==> config.mk <==
export PLATFORM = sky130hd
export DESIGN_NAME = bit_serializer
export DESIGN_NICKNAME = d
export VERILOG_FILES = /design/src/rtl/serial_pkg.sv /design/src/rtl/bit_serializer.sv
export SDC_FILE = /design/constraint.sdc
export NUM_CORES = 1
export LEC_CHECK = 0
export CORE_UTILIZATION = 45
export CTS_BUF_LIST = sky130_fd_sc_hd__clkbuf_8
export CTS_CLUSTER_SIZE = 16
export DETAILED_ROUTE_END_ITERATION = 8
export GPL_ROUTABILITY_DRIVEN = 0
export HOLD_SLACK_MARGIN = 0.15
export PLACE_DENSITY = 0.74
export SYNTH_ARGS = -nofsm -noshare
export SYNTH_HDL_FRONTEND = slang
export SYNTH_SLANG_ARGS = --single-unit
export TNS_END_PERCENT = 1
==> constraint.sdc <==
create_clock -name clk -period 1.9 [get_ports clk]
set_input_delay 0.285 -clock clk [delete_from_list [all_inputs] [get_ports clk]]
set_output_delay 0.285 -clock clk [all_outputs]
set_load 0.1 [all_outputs]
==> src/rtl/serial_pkg.sv <==
// Shared state type and default parameters for the serializer and the
// top level that pairs it with the sequence detector.
package serial_pkg;

   typedef enum logic {S_IDLE, S_SHIFT} ser_state_t;

   localparam int   SER_WIDTH    = 8;
   localparam logic SER_IDLE_BIT = 1'b0;

endpackage

==> src/rtl/bit_serializer.sv <==
// Parallel-to-serial stage: accepts a WIDTH-bit word on a valid/ready
// handshake and presents it one bit per cycle, gap-free across words.
module bit_serializer
   import serial_pkg::*;
#(
   parameter int   WIDTH     = SER_WIDTH,
   parameter bit   MSB_FIRST = 1'b1,
   parameter logic IDLE_BIT  = SER_IDLE_BIT
) (
   input  logic             clk,
   input  logic             rst,
   input  logic [WIDTH-1:0] data_i,
   input  logic             valid_i,
   output logic             ready_o,
   output logic             bit_o,
   output logic             bit_valid_o,
   output logic             last_o,
   output logic             busy_o
);

   localparam int CW = $clog2(WIDTH);

   ser_state_t       r_state;
   logic [WIDTH-1:0] r_shreg;
   logic [CW-1:0]    r_cnt;

   logic             w_cntZero;
   logic             w_shifting;
   logic             w_accept;
   logic             w_headBit;

   assign w_cntZero  = (r_cnt == '0);
   assign w_shifting = (r_state == S_SHIFT);

   // Ready depends on registers only, so valid_i never reaches ready_o.
   assign ready_o  = (r_state == S_IDLE) || (w_shifting && w_cntZero);
   assign w_accept = valid_i && ready_o;

   always_ff @(posedge clk or negedge rst) begin
      if (!rst) begin
         r_state <= S_IDLE;
         r_shreg <= '0;
         r_cnt   <= '0;
      end else begin
         case (r_state)
            S_IDLE: begin
               if (w_accept) begin
                  r_shreg <= data_i;
                  r_cnt   <= CW'(WIDTH - 1);
                  r_state <= S_SHIFT;
               end
            end
            S_SHIFT: begin
               if (!w_cntZero) begin
                  if (MSB_FIRST) begin
                     r_shreg <= r_shreg << 1;
                  end else begin
                     r_shreg <= r_shreg >> 1;
                  end
                  r_cnt <= r_cnt - CW'(1);
               end else if (w_accept) begin
                  // Reload on the last bit so the next word follows with no bubble.
                  r_shreg <= data_i;
                  r_cnt   <= CW'(WIDTH - 1);
               end else begin
                  r_state <= S_IDLE;
               end
            end
            default: begin
               r_state <= S_IDLE;
            end
         endcase
      end
   end

   assign w_headBit   = MSB_FIRST ? r_shreg[WIDTH-1] : r_shreg[0];
   assign bit_o       = w_shifting ? w_headBit : IDLE_BIT;
   assign bit_valid_o = w_shifting;
   assign busy_o      = w_shifting;
   assign last_o      = w_shifting && w_cntZero;

endmodule
Yosys cells after proc, flatten, opt, wreduce, memory -nomap -nowiden
Index checks and enable logic that the tools add are counted.
- bits of input ports: 11
- register bits: 12
- output and inout port bits: 5
- word-level logic and storage cells: 19
- multiplexer cells: 10
- reduce and logical (&&, ||, !) cells: 4
- bitwise gates (word level): 1
- add/subtract/negate cells: 1
- operators with widths (operator ; number):
    $mux W8 ; 2
    $pmux W8 S2 ; 1
    $mux W3 ; 2
    $pmux W3 S2 ; 1
    $logic_not A3 Y1 ; 1
    $mux W1 ; 3
    $sub A3 B1 Y3 const B ; 1
    $logic_and A1 B1 Y1 ; 2
    $pmux W1 S2 ; 1
    $logic_or A1 B1 Y1 ; 1
    $not A1 Y1 ; 1

Depth between registers and ports, before layout
Gate-level depths: netlist (run 1).
- word-level depth: 7
- gate-level depth with buffers: 6

Worst setup path before layout (run 1)
OpenSTA, ideal clock, no wires.
- path type: register to output
- from: register r_state (netlist: bit_valid_o)
- to: output port last_o
- arrival time: 2442 ps
- cell stages (with the launch flop): 3
- path slack: -827 ps
- path buffers: 0
- data required time: 1615 ps
- cells stage by stage: dfrtp_1 inv_1 nor2_1
- word-level cells in the longest chain between the ends: 1
- ends and longest elaborated chain (what ; RTL line ; source):
    start: declaration ; bit_serializer.sv:23 ; ser_state_t r_state;
    start signal: assignment ; bit_serializer.sv:41 ; r_state <= S_IDLE;
    start signal: assignment ; bit_serializer.sv:50 ; r_state <= S_SHIFT;
    start signal: assignment ; bit_serializer.sv:66 ; r_state <= S_IDLE;
    $logic_and A1 B1 Y1 ; bit_serializer.sv:80 ; assign last_o = w_shifting && w_cntZero;
    end: declaration ; bit_serializer.sv:17 ; output logic last_o,
Every way passes these cells.

Worst setup path after layout (run 1)
- from: register r_cnt[0]
- to: output port ready_o
- word-level cells in the longest chain between the ends: 3
- ends and longest elaborated chain (what ; RTL line ; source):
    start: declaration ; bit_serializer.sv:25 ; logic [CW-1:0] r_cnt;
    start signal: assignment ; bit_serializer.sv:49 ; r_cnt <= CW'(WIDTH - 1);
    start signal: assignment ; bit_serializer.sv:60 ; r_cnt <= r_cnt - CW'(1);
    start signal: assignment ; bit_serializer.sv:64 ; r_cnt <= CW'(WIDTH - 1);
    $logic_not A3 Y1 ; bit_serializer.sv:32 ; assign w_cntZero = (r_cnt == '0);
    $logic_and A1 B1 Y1 ; bit_serializer.sv:36 ; assign ready_o = (r_state == S_IDLE) || (w_shifting && w_cntZero);
    $logic_or A1 B1 Y1 ; bit_serializer.sv:36 ;
    end: declaration ; bit_serializer.sv:14 ; output logic ready_o,
Every way passes these cells.

==> results of run 1 <==
-- final timing paths --
path	startpoint	depth (start not counted)	slack [ns]	to
worst max-delay path	r_cnt[0]	5	0.15	ready_o
worst min-delay path	rst	1	0.40	r_shreg[0]
worst max register to register	r_cnt[0]	5	0.40	r_shreg[7]
worst min register to register	r_cnt[0]	1	0.48	r_cnt[0]
max in group asynchronous	rst	1	1.15	r_shreg[4]
min in group clk	r_cnt[0]	1	0.48	r_cnt[0]
-- per-stage QoR --
| stage | setup slack, ns | cells | hold WS (ns) | utilization |
|---|---|---|---|---|
| after detailed placement | 0.119 | 78 | 0.474 | 0.634 |
| after global placement | 0.152 | 78 | 0.464 | 0.634 |
| final | 0.148 | 81 | 0.400 | 0.670 |
| after floorplan | -0.132 | 49 | -0.0106 | - |
| after global routing | 0.0456 | 81 | 0.443 | 0.670 |
| after CTS | 0.0389 | 81 | 0.427 | 0.666 |
-- Yosys cell counts, drive strengths merged --
library cell and n:
nor3 1, inv 3, a21oi 2, o32a 1, dfrtp 12, ha 2
mux2i 3, nand2b 2, buf 3, and2 1, nand2 1, nor2 4
mux2 14
-- metal layers --
metal  wire length (µm)  up-vias
met1                513      188
met2                532       13
li1                   -      202
met5                  0        -
met4                  0        0
met3                 55        0
-- sequential cells by signal, indices dropped and copies added, names as in the netlist --
name         count
r_shreg          8
r_cnt            3
bit_valid_o      1
-- power groups by stage --
stage,Sequential (mW),Clock [mW],Combinational (mW)
6_report,0.415,0.225,0.785
5_1_grt,0.430,0.240,0.835
4_1_cts,0.416,0.227,0.787
3_5_place_dp,0.419,0,0.785
3_3_place_gp,0.411,0,0.776
2_1_floorplan,0.434,0,0.581
-- cells by family after synthesis --
group           share of synthesized area
buf+inv                            0.0637
simple gates                       0.0734
compound gates                     0.0309
flops                               0.463
fa+ha+maj                          0.0386
mux                                 0.330
-- layout make-up --
class | instances | area [µm²] | share of cell area
multi-input cells | 31 | 320 | 0.363
flip-flops and latches | 12 | 300 | 0.340
well taps | 15 | 18.8 | 0.0213
inverters | 3 | 11.3 | 0.0128
repair buffers | 17 | 190 | 0.216
clock buffers | 3 | 41.3 | 0.0468
==> impl_metrics.xml, run 1 <==
<?xml version="1.0" encoding="UTF-8"?>
<metrics>
  <group name="sta">
    <metric name="report.final.slew_viol_count" unit="">0</metric>
    <metric name="worst_clock_skew" unit="ns">0.00359</metric>
    <metric name="worst_slew_margin_rel" unit="">0.647</metric>
    <metric name="tns" unit="ns">0</metric>
    <metric name="final_min_period_over_clock_period" unit="">0.922</metric>
    <metric name="timing_hold_violations_final" unit="">0</metric>
    <metric name="tightestPinTransition" unit="ns">0.528</metric>
    <metric name="setup_viol_count_final" unit="">0</metric>
    <metric name="rsz0062_at_grt" unit="">no</metric>
    <metric name="period_minus_ws_final" unit="ns">1.75</metric>
    <metric name="fmax" unit="GHz">0.571</metric>
  </group>
  <group name="clock_network">
    <metric name="cts-root-to-sink-buffers" unit="">2</metric>
    <metric name="clock_sinks" unit="">12</metric>
    <metric name="clk_latency" unit="ns">0.23</metric>
    <metric name="cts_resized" unit="">0</metric>
    <metric name="h-tree-depth" unit="">1</metric>
    <metric name="holdBufCountCts" unit="">0</metric>
    <metric name="cts-buffers-inserted" unit="">3</metric>
    <metric name="cts_tree" unit="">built</metric>
    <metric name="cts_root_buffer" unit="">sky130_fd_sc_hd__clkbuf_8</metric>
    <metric name="cts_post_setup_buffers_inserted" unit="">0</metric>
    <metric name="cts.reportedPaths.clkPinSlew" unit="ns">0.05</metric>
  </group>
  <group name="cells_and_area">
    <metric name="design_area" unit="µm²">882</metric>
    <metric name="layout-area-overhead-vs-synth" unit="%">36.1</metric>
    <metric name="final.fill_count" unit="">96</metric>
    <metric name="post_route_cells_drive_above_1_share" unit="">0.364</metric>
    <metric name="design.final.nets" unit="">81</metric>
    <metric name="layout.cells.most_common" unit="">sky130_fd_sc_hd__dfrtp_1</metric>
    <metric name="most-common-layout-cells" unit="">12 x sky130_fd_sc_hd__dfrtp_1, 10 x sky130_fd_sc_hd__clkdlybuf4s50_1, 7 x sky130_fd_sc_hd__mux2_4, 4 x sky130_fd_sc_hd__mux2_1, 4 x sky130_fd_sc_hd__buf_4</metric>
    <metric name="antenna_cells_inserted" unit="">0</metric>
  </group>
  <group name="yosys">
    <metric name="synth.cell_area" unit="µm²">648</metric>
    <metric name="synth_cells" unit="">49</metric>
    <metric name="ys_ff_latch" unit="">12</metric>
    <metric name="synth_nets" unit="">62</metric>
    <metric name="netlist.top_cell.by_area" unit="">sky130_fd_sc_hd__dfrtp_1</metric>
    <metric name="synthDominantCellAreaShare" unit="">0.463</metric>
    <metric name="yosys_warnings" unit="">0</metric>
    <metric name="netlist_top_cells_area" unit="">sky130_fd_sc_hd__dfrtp_1 46%, sky130_fd_sc_hd__mux2_4 16%, sky130_fd_sc_hd__mux2_1 6.9%</metric>
    <metric name="syn_area_per_cell" unit="µm²">13.2</metric>
    <metric name="synth_sequential_area_ratio" unit="">0.463</metric>
    <metric name="synthDistinctLibCells" unit="">17</metric>
  </group>
  <group name="worst_setup_path">
    <metric name="worst_ep_arrival_time" unit="ns">1.47</metric>
    <metric name="cp.buffers_inverters" unit="">2</metric>
    <metric name="cell_family_with_the_largest_share_of_critical_path_delay" unit="">flip-flops</metric>
    <metric name="timing.critical_path.slowest_stage_cell" unit="">sky130_fd_sc_hd__dfrtp_1</metric>
    <metric name="critPathRequiredTime" unit="ns">1.62</metric>
    <metric name="path_class" unit="">reg -&gt; out</metric>
    <metric name="worst_setup_sp_type" unit="">register</metric>
    <metric name="critical_path.cell_chain" unit="">inv_1 -&gt; ha_1 -&gt; nand2b_2 -&gt; nand2_4 -&gt; buf_12</metric>
    <metric name="setup.worst_path.end_class" unit="">output pin</metric>
    <metric name="critical-path-max-stage-delay" unit="ns">0.38</metric>
    <metric name="critical_path_peak_fanout" unit="">11</metric>
  </group>
  <group name="global_route">
    <metric name="grt.overflow.total" unit="">0</metric>
    <metric name="antenna_found_initial" unit="">0</metric>
    <metric name="grt_usage" unit="">0.177</metric>
    <metric name="gr-usage-met1" unit="">0.237</metric>
    <metric name="global_route.usage.met3" unit="">0.0667</metric>
    <metric name="grt_start_max_net_pins" unit="">13</metric>
    <metric name="number_of_global_route_vias_before_repair" unit="">399</metric>
    <metric name="globalRoute.busiestLayer" unit="">met2</metric>
    <metric name="grt_first_pass_wirelength" unit="µm">1790</metric>
    <metric name="gr-usage-met2" unit="">0.266</metric>
  </group>
  <group name="pwr">
    <metric name="p_seq_frac" unit="">0.292</metric>
    <metric name="power.leakage" unit="nW">0.414</metric>
    <metric name="power.total" unit="mW">1.42</metric>
    <metric name="fraction_of_power_spent_switching_nets" unit="">0.414</metric>
    <metric name="clkPwrFrac" unit="">0.158</metric>
    <metric name="power.net_switching" unit="mW">0.589</metric>
    <metric name="pwr-share-comb" unit="">0.551</metric>
    <metric name="cellPowerDensity" unit="mW/mm²">1610</metric>
    <metric name="vdd_ir_drop_max" unit="µV">1310</metric>
    <metric name="p_int" unit="mW">0.835</metric>
  </group>
  <group name="die">
    <metric name="top_level_ports" unit="">16</metric>
    <metric name="floorplan.die.height" unit="µm">40.0</metric>
    <metric name="placementRows" unit="">13</metric>
    <metric name="die_x" unit="µm">40.0</metric>
    <metric name="fp.dieArea" unit="mm²">0.00160</metric>
    <metric name="floorplan.initialDensity" unit="">0.492</metric>
    <metric name="coreArea" unit="mm²">0.00132</metric>
  </group>
  <group name="run">
    <metric name="maxCapViolations" unit="">0</metric>
  </group>
  <group name="place">
    <metric name="place_hpwl" unit="µm">843</metric>
    <metric name="post_dp_cell_area" unit="µm²">836</metric>
    <metric name="place.port_buffers" unit="">15</metric>
  </group>
  <group name="routing">
    <metric name="finalWirelength" unit="µm">1100</metric>
    <metric name="dr.first_iter.drc_count" unit="">7</metric>
    <metric name="dr.pass1.iters" unit="">4</metric>
    <metric name="antenna_left" unit="">0</metric>
    <metric name="drcViolationCount" unit="">0</metric>
    <metric name="drt-wirelength-per-cell" unit="µm">13.6</metric>
    <metric name="dr_total_vias" unit="">403</metric>
    <metric name="detail_route.vias_per_cell" unit="">4.98</metric>
  </group>
  <group name="run_status">
    <metric name="run_status" unit="">finished clean</metric>
  </group>
  <group name="min_path">
    <metric name="hold_path_class" unit="">in -&gt; async</metric>
  </group>
</metrics>
No activity file was read; power rests on OpenSTA's default activity.
==> run 2, diff against run 1 <==
Settings changed: RECOVER_POWER from default to 25.
==> run 2 against run 1 <==
Effect of this change: sequential power barely moved; worst setup slack did not move; global-route usage did not move; die area did not move; routed wire length barely moved; cell area did not move; clock-buffer cell count did not move; critical endpoint unchanged.
==> impl_metrics.xml, run 2 (synthesized netlist as in run 1, its figures left out) <==
<?xml version="1.0" encoding="UTF-8"?>
<metrics>
  <group name="run_status">
    <metric name="run_status" unit="">finished clean</metric>
  </group>
  <group name="place">
    <metric name="place.port_buffers" unit="">15</metric>
    <metric name="place_hpwl" unit="µm">843</metric>
    <metric name="post-place-cells" unit="">78</metric>
  </group>
  <group name="sta">
    <metric name="report.final.slew_viol_count" unit="">0</metric>
    <metric name="fmax" unit="GHz">0.571</metric>
    <metric name="rsz0062_at_grt" unit="">no</metric>
    <metric name="timing_hold_violations_final" unit="">0</metric>
    <metric name="tightestPinTransition" unit="ns">0.534</metric>
    <metric name="final_min_period_over_clock_period" unit="">0.922</metric>
    <metric name="worst_clock_skew" unit="ns">0.00359</metric>
    <metric name="setup_viol_count_final" unit="">0</metric>
    <metric name="worst_slew_margin_rel" unit="">0.643</metric>
    <metric name="period_minus_ws_final" unit="ns">1.75</metric>
  </group>
  <group name="die">
    <metric name="top_level_ports" unit="">16</metric>
    <metric name="fp.dieArea" unit="mm²">0.00160</metric>
    <metric name="floorplan.die.height" unit="µm">40.0</metric>
    <metric name="coreArea" unit="mm²">0.00132</metric>
    <metric name="placementRows" unit="">13</metric>
    <metric name="die_x" unit="µm">40.0</metric>
    <metric name="floorplan.initialDensity" unit="">0.492</metric>
  </group>
  <group name="routing">
    <metric name="drt-wirelength-per-cell" unit="µm">13.6</metric>
    <metric name="drcViolationCount" unit="">0</metric>
    <metric name="detail_route.vias_per_cell" unit="">4.98</metric>
    <metric name="antenna_left" unit="">0</metric>
    <metric name="dr_total_vias" unit="">403</metric>
    <metric name="finalWirelength" unit="µm">1100</metric>
    <metric name="dr.pass1.iters" unit="">4</metric>
    <metric name="dr.first_iter.drc_count" unit="">7</metric>
  </group>
  <group name="cells_and_area">
    <metric name="finalNonFillerCells" unit="">81</metric>
    <metric name="post_route_cells_drive_above_1_share" unit="">0.364</metric>
    <metric name="most-common-layout-cells" unit="">12 x sky130_fd_sc_hd__dfrtp_1, 9 x sky130_fd_sc_hd__clkdlybuf4s50_1, 7 x sky130_fd_sc_hd__mux2_4, 4 x sky130_fd_sc_hd__mux2_1, 4 x sky130_fd_sc_hd__buf_4</metric>
    <metric name="layout-area-overhead-vs-synth" unit="%">36.1</metric>
    <metric name="post-route-util" unit="">0.670</metric>
    <metric name="largest_reg_flops" unit="">8</metric>
    <metric name="design.final.nets" unit="">81</metric>
    <metric name="layout.cells.most_common" unit="">sky130_fd_sc_hd__dfrtp_1</metric>
    <metric name="antenna_cells_inserted" unit="">0</metric>
    <metric name="top_register" unit="">r_shreg</metric>
  </group>
  <group name="global_route">
    <metric name="antenna_found_initial" unit="">0</metric>
    <metric name="number_of_global_route_vias_before_repair" unit="">399</metric>
    <metric name="grt_start_max_net_pins" unit="">13</metric>
    <metric name="grt_usage" unit="">0.177</metric>
    <metric name="grt_first_pass_wirelength" unit="µm">1790</metric>
    <metric name="grt.overflow.total" unit="">0</metric>
  </group>
  <group name="clock_network">
    <metric name="holdBufCountCts" unit="">0</metric>
    <metric name="cts-buffers-inserted" unit="">3</metric>
    <metric name="clock_sinks" unit="">12</metric>
    <metric name="cts_root_buffer" unit="">sky130_fd_sc_hd__clkbuf_8</metric>
    <metric name="cts-root-to-sink-buffers" unit="">2</metric>
    <metric name="cts_tree" unit="">built</metric>
    <metric name="h-tree-depth" unit="">1</metric>
    <metric name="cts.reportedPaths.clkPinSlew" unit="ns">0.05</metric>
    <metric name="clk_latency" unit="ns">0.23</metric>
  </group>
  <group name="pwr">
    <metric name="cellPowerDensity" unit="mW/mm²">1610</metric>
    <metric name="vdd_ir_drop_max" unit="µV">1310</metric>
    <metric name="power.leakage" unit="nW">0.414</metric>
  </group>
  <group name="worst_setup_path">
    <metric name="path_class" unit="">reg -&gt; out</metric>
    <metric name="critPathRequiredTime" unit="ns">1.62</metric>
    <metric name="worst_ep_arrival_time" unit="ns">1.47</metric>
    <metric name="critical_path_peak_fanout" unit="">11</metric>
    <metric name="worst_setup_sp_type" unit="">register</metric>
    <metric name="setup.worst_path.end_class" unit="">output pin</metric>
  </group>
  <group name="run">
    <metric name="maxCapViolations" unit="">0</metric>
  </group>
  <group name="min_path">
    <metric name="hold_path_class" unit="">in -&gt; async</metric>
  </group>
</metrics>
-- run 2: cell types whose count changed in the layout (fill, tap and decap cells not counted), sizes merged --
cell           before  now
clkdlybuf4s50      10    9
dlygate4sd3         0    1
-- run 2: stage by stage --
stage	hold slack, ns	cell area, µm²	worst slack, ns	setup TNS (ns)	power [mW]
4_1_cts	0.427	877	0.0389	0	1.43
6_report	0.470	882	0.148	0	1.42
3_3_place_gp	0.464	836	0.152	0	1.19
3_5_place_dp	0.474	836	0.119	0	1.20
5_1_grt	0.494	882	0.0456	0	1.50
2_1_floorplan	-0.0106	657	-0.132	-0.132	1.02
-- run 2: critical path, stage by stage, from the launching register on --
cell and delay [ns]:
sky130_fd_sc_hd__dfrtp_1 0.38, sky130_fd_sc_hd__inv_1 0.10, sky130_fd_sc_hd__ha_1 0.21, sky130_fd_sc_hd__nand2b_2 0.12, sky130_fd_sc_hd__nand2_4 0.21, sky130_fd_sc_hd__buf_12 0.21
-- run 2: repair_timing --
action,4_1_cts,5_1_grt
hold endpoints to repair,0,0
setup endpoints to repair,0,1
gates resized for setup,0,1
buffers inserted,0,0
-- run 2: cell type report --
cell class	count	area, µm²
Fill cell	96	435
Inverter	3	11.3
Multi-Input combinational cell	31	320
Tap cell	15	18.8
Timing Repair Buffer	17	190
Clock buffer	3	41.3
Sequential cell	12	300
-- run 2: metal layers --
| layer | track usage | wire [µm] | share of wire | vias to the layer above |
|---|---|---|---|---|
| met4 | 0.0517 | 0 | 0 | 0 |
| met5 | 0 | 0 | 0 | - |
| li1 | - | - | - | 202 |
| met2 | 0.266 | 532 | 0.48 | 13 |
| met1 | 0.237 | 513 | 0.47 | 188 |
| met3 | 0.0667 | 55 | 0.050 | 0 |
-- run 2: report_power, final --
group / switching [mW] / internal (mW) / total, mW / leakage, nW
sequential: 0.0619 / 0.353 / 0.415 / 0.150
clock: 0.0855 / 0.139 / 0.225 / 0.0216
combinational: 0.442 / 0.342 / 0.784 / 0.242
-- run 2: path summary, 6_finish.rpt --
path / start / to / slack, ns / cells past startpoint
min: rst / r_shreg[0] / 0.47 / 1
max reg2reg: r_cnt[0] / r_shreg[7] / 0.40 / 5
max in group asynchronous: rst / r_shreg[4] / 1.07 / 1
min reg2reg: r_cnt[0] / r_cnt[0] / 0.48 / 1
max: r_cnt[0] / ready_o / 0.15 / 5
min in group clk: r_cnt[0] / r_cnt[0] / 0.48 / 1
